==> src/rtl/prog_ram_loader_if.sv <==
// Byte-stream load port and CPU read port of the writable program store.
interface prog_ram_loader_if #(
  parameter int ADDR_W = 5
);
  logic              load_start;
  logic              load_end;
  logic              byte_valid;
  logic [7:0]        byte_data;
  logic              byte_ready;
  logic [ADDR_W-1:0] address;
  logic [7:0]        data_out;
  logic              busy;
  logic              load_done;
  logic [ADDR_W:0]   bytes_loaded;
  logic [7:0]        checksum;

  modport master (
    output load_start, load_end, byte_valid, byte_data, address,
    input  byte_ready, data_out, busy, load_done, bytes_loaded, checksum
  );

  modport slave (
    input  load_start, load_end, byte_valid, byte_data, address,
    output byte_ready, data_out, busy, load_done, bytes_loaded, checksum
  );
endinterface

==> src/rtl/prog_ram_loader.sv <==
// Writable program store loaded from a valid/ready byte stream; it serves NOPs to
// the CPU while a load runs, then pads the unloaded tail with NOPs.
module prog_ram_loader #(
  parameter int DEPTH  = 32,
  parameter int ADDR_W = 5
) (
  input  logic             clk,
  input  logic             rst,
  prog_ram_loader_if.slave bus
);

  typedef enum logic [1:0] {
    IDLE  = 2'd0,
    LOAD  = 2'd1,
    CLEAR = 2'd2,
    DONE  = 2'd3
  } state_t;

  localparam logic [ADDR_W-1:0] LAST_ADDR = ADDR_W'(DEPTH - 1);
  localparam logic [ADDR_W-1:0] PTR_ONE   = ADDR_W'(1);
  localparam logic [ADDR_W:0]   CNT_ONE   = (ADDR_W + 1)'(1);

  state_t            state_reg, state_next;
  logic [ADDR_W-1:0] wr_ptr_reg, wr_ptr_next;
  logic [ADDR_W:0]   count_reg, count_next;
  logic [7:0]        csum_reg, csum_next;
  logic              wr_en;
  logic [7:0]        wr_data;
  logic              busy_int;

  // Flop-based store: it must clear to NOPs asynchronously and be read without latency.
  logic [7:0] mem_reg [DEPTH];

  always_ff @(posedge clk or posedge rst) begin
    if (rst) begin
      state_reg  <= IDLE;
      wr_ptr_reg <= '0;
      count_reg  <= '0;
      csum_reg   <= '0;
    end else begin
      state_reg  <= state_next;
      wr_ptr_reg <= wr_ptr_next;
      count_reg  <= count_next;
      csum_reg   <= csum_next;
    end
  end

  always_comb begin
    state_next  = state_reg;
    wr_ptr_next = wr_ptr_reg;
    count_next  = count_reg;
    csum_next   = csum_reg;
    wr_en       = 1'b0;
    wr_data     = 8'h00;
    case (state_reg)
      IDLE, DONE: begin
        if (bus.load_start) begin
          state_next  = LOAD;
          wr_ptr_next = '0;
          count_next  = '0;
          csum_next   = '0;
        end
      end
      LOAD: begin
        if (bus.byte_valid) begin
          wr_en       = 1'b1;
          wr_data     = bus.byte_data;
          wr_ptr_next = wr_ptr_reg + PTR_ONE;
          count_next  = count_reg + CNT_ONE;
          csum_next   = csum_reg + bus.byte_data;
          // A full store wins over a simultaneous early end.
          if (wr_ptr_reg == LAST_ADDR) begin
            state_next = DONE;
          end else if (bus.load_end) begin
            state_next = CLEAR;
          end
        end else if (bus.load_end) begin
          state_next = CLEAR;
        end
      end
      CLEAR: begin
        wr_en       = 1'b1;
        wr_data     = 8'h00;
        wr_ptr_next = wr_ptr_reg + PTR_ONE;
        if (wr_ptr_reg == LAST_ADDR) begin
          state_next = DONE;
        end
      end
      default: state_next = IDLE;
    endcase
  end

  genvar gi;
  generate
    for (gi = 0; gi < DEPTH; gi++) begin : g_mem
      always_ff @(posedge clk or posedge rst) begin
        if (rst) begin
          mem_reg[gi] <= 8'h00;
        end else if (wr_en && wr_ptr_reg == ADDR_W'(gi)) begin
          mem_reg[gi] <= wr_data;
        end
      end
    end
  endgenerate

  assign busy_int         = (state_reg == LOAD) || (state_reg == CLEAR);
  assign bus.busy         = busy_int;
  assign bus.byte_ready   = (state_reg == LOAD);
  assign bus.load_done    = (state_reg == DONE);
  assign bus.bytes_loaded = count_reg;
  assign bus.checksum     = csum_reg;
  // The CPU sees NOPs for the whole load so it never runs a half-written program.
  assign bus.data_out     = busy_int ? 8'h00 : mem_reg[bus.address];

endmodule
==> src/flat_wrapper.sv <==
// flat-port wrapper written by rule: the top's interface ports become plain ports
module prog_ram_loader_flat 
#(
  parameter int DEPTH  = 32,
  parameter int ADDR_W = 5
)
  (clk, rst, bus_load_start, bus_load_end, bus_byte_valid, bus_byte_data, bus_address, bus_byte_ready, bus_data_out, bus_busy, bus_load_done, bus_bytes_loaded, bus_checksum);
  prog_ram_loader_if #(.ADDR_W(ADDR_W)) bus_i ();
  input  logic clk;
  input  logic rst;
  input wire logic [$bits(bus_i.load_start)-1:0] bus_load_start;
  input wire logic [$bits(bus_i.load_end)-1:0] bus_load_end;
  input wire logic [$bits(bus_i.byte_valid)-1:0] bus_byte_valid;
  input wire logic [$bits(bus_i.byte_data)-1:0] bus_byte_data;
  input wire logic [$bits(bus_i.address)-1:0] bus_address;
  output wire logic [$bits(bus_i.byte_ready)-1:0] bus_byte_ready;
  output wire logic [$bits(bus_i.data_out)-1:0] bus_data_out;
  output wire logic [$bits(bus_i.busy)-1:0] bus_busy;
  output wire logic [$bits(bus_i.load_done)-1:0] bus_load_done;
  output wire logic [$bits(bus_i.bytes_loaded)-1:0] bus_bytes_loaded;
  output wire logic [$bits(bus_i.checksum)-1:0] bus_checksum;
  assign bus_i.load_start = bus_load_start;
  assign bus_i.load_end = bus_load_end;
  assign bus_i.byte_valid = bus_byte_valid;
  assign bus_i.byte_data = bus_byte_data;
  assign bus_i.address = bus_address;
  assign bus_byte_ready = bus_i.byte_ready;
  assign bus_data_out = bus_i.data_out;
  assign bus_busy = bus_i.busy;
  assign bus_load_done = bus_i.load_done;
  assign bus_bytes_loaded = bus_i.bytes_loaded;
  assign bus_checksum = bus_i.checksum;
  prog_ram_loader #(.DEPTH(DEPTH), .ADDR_W(ADDR_W)) u_core (.clk(clk), .rst(rst), .bus(bus_i));
endmodule
==> config.mk <==
export PLATFORM = sky130hd
export DESIGN_NAME = prog_ram_loader_flat
export DESIGN_NICKNAME = d
export VERILOG_FILES = /design/src/rtl/prog_ram_loader_if.sv /design/src/rtl/prog_ram_loader.sv /design/src/flat_wrapper.sv
export SDC_FILE = /design/constraint.sdc
export NUM_CORES = 1
export LEC_CHECK = 0
export ABC_CLOCK_PERIOD_IN_PS = 26000
export CORE_MARGIN = 1.5
export CORE_UTILIZATION = 55
export CTS_CLUSTER_DIAMETER = 120
export DETAILED_ROUTE_END_ITERATION = 10
export PLACE_DENSITY = 0.7
export SLEW_MARGIN = 20
export SYNTH_ARGS = -nofsm -noshare
export SYNTH_HDL_FRONTEND = slang
export SYNTH_SLANG_ARGS = --single-unit
==> constraint.sdc <==
create_clock -name clk -period 26 [get_ports clk]
set_clock_uncertainty 0.2 [all_clocks]
set_input_delay 6.5 -clock clk [delete_from_list [all_inputs] [get_ports clk]]
set_output_delay 6.5 -clock clk [all_outputs]
set_load 0.05 [all_outputs]
==> flow_summary.ini <==
[clock_network]
cts-resized-gates = 0
clock-sinks = 277
h-tree-depth = 1
cts_buffers = 30
path_clk_slew_ps = 60
cts_tree = built
clk_latency_ps = 570
cts_hold_buffers = 0
post_cts.repair.setup_buffers = 0
clockBufferDepth = 3
cts-root-buf = clkbuf_16

[logic_synthesis]
yosys-top-cells-area = dfrtp_1 (52%), mux2_2 (22%), mux4_2 (11%)
syn_area_um2 = 13300
yosysMostFrequentCell = dfrtp_1
ys_top_cells_by_count = dfrtp_1 (277), mux2_2 (264), mux4_2 (64)
synth_edf_count = 0
synth_top_area_cell = dfrtp_1
yosys_warnings = 0
ys_async_sr_fraction = 1.00
ys_seq_area_frac = 0.521
synth_cells = 929
synth_fp_nets = 965
synth.top_cell.area_share = 0.521
syn_area_per_cell_um2 = 14.3
ys_types = 44
synth_seq_cells = 277
ys.flop_type = dfrtp_1

[cells_and_area]
nFillCells = 1823
largest_reg_flops = 256
drive_gt1_frac = 0.436
syn_to_final_growth_pct = 11.9
num_antenna_cells = 0
layout.nets = 986
utilization = 0.631

[timing]
max_freq_mhz = 61.7
setup-violations-final = 0
worstMarginPinSlew_ps = 958
min_period_over_period = 0.624
grt_setup_unrepaired = false
finalMaxSlewViolations = 0
min_period_ps = 16210
max-slew-margin-rel = 0.361
finalHoldViolCount = 0
tns_ps = 0

[drt]
drt_iter0_drc = 438
remaining_drc_errors = 0
ant_nets = 0
drt-total-wl_um = 29900
firstDrtPassIters = 4
viasPerCell = 6.06
vias = 7829
wl_per_cell_um = 23.1

[grt]
grt_pass1_wl_um = 47300
grt_usage = 0.252
grt_max_degree = 127
grt_overflow = 0
grt_pass1_vias = 8186
antenna_found_initial = 0

[die]
dieHeight_um = 159
start_util = 0.564
fp.dieW_um = 159
io_pins = 43
core-area_um2 = 23600
die_area_um2 = 25100
rows = 56

[pwr]
ir_drop_mv = 0.0628
leakagePower_nw = 7.03
power_density_nw_per_um2 = 76.9

[status]
status = complete, no violations

[worst_setup_path]
reg2reg_to = u_core.mem_reg[152]
worst_ep_arrival_time_ps = 9510
cp_max_fo = 56
r2r_cells = 6
crit_required_ps = 19300
path_class = input port to output port
r2r-start = u_core.state_reg[1]
startpoint = bus_address[1]
r2r_slack_ps = 22710
start_kind = input port
cp-endpoint = bus_data_out[3]
critPathCaptureType = output port

[placed_design]
gp_congestion = 0.805
io_buffers = 42
hpwl_um = 18500

[run]
maxCapViolCount = 0

[min_path]
hp-class = register to register
[logic make-up (layout without fill, tap and decap cells)]
| kind of cell | count (synthesis) | in the layout | synth area share |
|---|---|---|---|
| buffers and inverters | 78 | 122 | 0.0257 |
| DFF | 277 | 277 | 0.521 |
| AOI/OAI and AO/OA | 82 | 82 | 0.0363 |
| muxes | 336 | 336 | 0.338 |
| xor gates and xnor gates | 7 | 7 | 0.00461 |
| adders and majority gates | 18 | 18 | 0.0175 |
| and+or+nand+nor | 131 | 131 | 0.0575 |
[how the worst min path moves through the flow]
stage                              from                   to  slack, ps  cells past startpoint
floorplan           u_core.mem_reg[207]  u_core.mem_reg[207]        270                      1
global placement    u_core.mem_reg[218]  u_core.mem_reg[218]        280                      1
detailed placement  u_core.mem_reg[194]  u_core.mem_reg[194]        290                      1
CTS                 u_core.mem_reg[233]  u_core.mem_reg[233]        300                      1
global route          u_core.mem_reg[2]    u_core.mem_reg[2]        320                      1
finish              u_core.mem_reg[233]  u_core.mem_reg[233]        300                      1
[area by class of cell]
class	count	area, um2	share of cell area
clock inverter	13	85.1	0.00571
inverter	14	60.1	0.00403
clock buffer	42	866	0.0581
sequential	277	6930	0.465
multi-input combinational	574	6050	0.406
tap	319	399	0.0268
timing repair buffer	53	505	0.0339
[critical path, stage by stage]
cell	delay, ps
buf_4	200
buf_4	760
mux4_2	610
o22ai_1	200
a21oi_1	90
o21ai_0	210
o22ai_1	140
clkdlybuf4s50_1	750
[stage by stage]
stage          setup slack [ps]  cells  power (mW)  instance area (um2)  hold WS (ps)
4_1_cts                    9810   1292        1.15                14900           303
6_report                   9790   1292        1.14                14900           298
3_3_place_gp               9810   1237       0.743                13900           282
2_1_floorplan             10680    929       0.676                13300           274
5_1_grt                    9660   1292        1.19                14900           316
3_5_place_dp               9800   1237       0.747                13900           288
[report_power, final]
group	total [mW]	internal [mW]	switching [mW]
Sequential	0.486	0.459	0.0271
Clock	0.404	0.232	0.172
Combinational	0.255	0.0873	0.168
[cells in the final DEF (no fill, tap or decap), drive strengths merged, types with 2 or more instances in the layout]
| cell type | netlist | final |
|---|---|---|
| nor2b | 5 | 5 |
| nor2 | 41 | 41 |
| clkdlybuf4s50 | 0 | 40 |
| clkinv | 0 | 11 |
| ha | 17 | 17 |
| and3 | 9 | 9 |
| xor2 | 7 | 7 |
| nand2 | 26 | 26 |
| clkbuf | 41 | 42 |
| a21o | 2 | 2 |
| nor3b | 3 | 3 |
| nand4 | 6 | 6 |
| mux2i | 8 | 8 |
| o32ai | 2 | 2 |
| dfrtp | 277 | 277 |
| inv | 14 | 14 |
| buf | 23 | 13 |
| nor3 | 9 | 9 |
| clkinvlp | 0 | 2 |
| o21ai | 25 | 25 |
| nand2b | 9 | 9 |
| mux4 | 64 | 64 |
| o32a | 2 | 2 |
| a21oi | 27 | 27 |
| mux2 | 264 | 264 |
| nand4b | 2 | 2 |
| o22ai | 13 | 13 |
| a211oi | 5 | 5 |
| a22o | 2 | 2 |
| and2 | 3 | 3 |
| nand3 | 14 | 14 |
[routing by layer]
metal	share of wire	vias to the layer above	wire length, um	track usage
met5	0	-	0	0
met4	0.031	0	931	0.0810
met3	0.042	58	1260	0.0373
met2	0.48	142	14300	0.406
met1	0.45	4140	13400	0.355
li1	-	3489	-	-
Power figures use the tool's default switching activity.
==> variant, RTL diff (same flow settings) <==
Take the reset off `csum_reg` and load it in a clocked block of its own.
--- a/src/rtl/prog_ram_loader.sv
+++ b/src/rtl/prog_ram_loader.sv
@@ -38,3 +38,2 @@
       count_reg  <= '0;
-      csum_reg   <= '0;
     end else begin
@@ -43,4 +42,7 @@
       count_reg  <= count_next;
-      csum_reg   <= csum_next;
     end
+  end
+
+  always_ff @(posedge clk) begin
+    csum_reg <= csum_next;
   end
Check against the original RTL: differs if rst is asserted again (counterexample within 4 cycles, from zero or initial values and one cycle with rst high); with rst held inactive, the same outputs for 4 cycles.
==> variant against the unedited design <==
Routed wire length grew 3.0%; critical endpoint unchanged; sequential share of layout area increased by 0.87 points; total power increased by 7.9%; sequential power is 3% higher; largest cell class unchanged; sequential cell count is the same; area after synthesis decreased by 1.6%; register-to-register slack barely moved; critical path type unchanged; final area shrank 1.3%; setup slack worse by 28 ps; first-iteration DRC count rose by 25%; non-clock buffer count decreased by 6.
==> variant: results (changes against the unedited design) <==
* Status: finished clean (unchanged)
* Switching share of total power at 31.3% (was 32.0%)
* Crit path DAT at 9540 ps (was 9510 ps)
* GRT met2 Usage at 43.2% (was 40.6%)
* WL final at 30700 microns (was 29900 microns)
* Worst Setup SP: bus_address[3] (was bus_address[1])
* Worst reg2reg startpoint: u_core.state_reg[0]$_DFFE_PP0P_ (was u_core.state_reg[1]$_DFFE_PP0P_)
* Initial DRC Count at 549 (was 438)
* Clk Latency, worst-skew pair at 550 ps (was 570 ps)
* P_sw at 0.000386 W (was 0.000366 W)
* Layout fillers at 1822 (was 1823)
* Hold Startpoint: u_core.mem_reg[136]$_DFFE_PP0P_ (was u_core.mem_reg[233]$_DFFE_PP0P_)
* Hold depth at 2 (was 1)
* Peak VDD IR at 0.0000560 V (was 0.0000628 V)
* Cell Pwr Density at 84.0 nW/um^2 (was 76.9 nW/um^2)
* First-pass GRT wire length at 49200 microns (was 47300 microns)
* Post-synth EDFFs at 8 (was 0)
* Slowest stage delay, CP at 880 ps (was 760 ps)
* Commonest cells post-synth: 269 x dfrtp_1, 157 x nand2_1, 140 x o21ai_0 (was 277 x dfrtp_1, 264 x mux2_2, 64 x mux4_2)
* Placed instance count at 1324 (was 1237)
* FFs w/ async S/R, synth at 97.1% (was 100%)
* GRT met1 Usage at 36.8% (was 35.5%)
* Reg2Reg Capture Point: u_core.mem_reg[206]$_DFFE_PP0P_ (was u_core.mem_reg[152]$_DFFE_PP0P_)
* Dpl cell area at 13600 sq um (was 13900 sq um)
* Reg power frac at 40.5% (was 42.5%)
==> variant: cell count changes in the layout (fill, tap and decap cells not counted), sizes merged, moves of 9 or more <==
cell | before | now
clkinv | 11 | 2
o21ai | 25 | 140
o22ai | 13 | 0
mux2 | 264 | 128
nand2 | 26 | 157
nor2 | 41 | 20
a21oi | 27 | 8
nand3 | 14 | 26
==> variant: layout make-up <==
class,count,area share [%]
clock inverter,6,1.06
sequential,277,47.4
multi-input combinational,659,38.9
tap,319,2.71
clock buffer,48,6.25
timing repair buffer,47,3.09
inverter,22,0.613
==> variant: cell families (layout without fill, tap and decap cells) <==
family | count (synthesis) | after routing | synth area share (%)
flops | 277 | 277 | 53.2
simple gates | 250 | 250 | 8.91
buf+inv | 86 | 123 | 3.15
mux | 210 | 210 | 24.9
xor+xnor | 1 | 1 | 0.0669
fa+ha+maj | 19 | 19 | 1.87
compound gates | 179 | 179 | 7.86
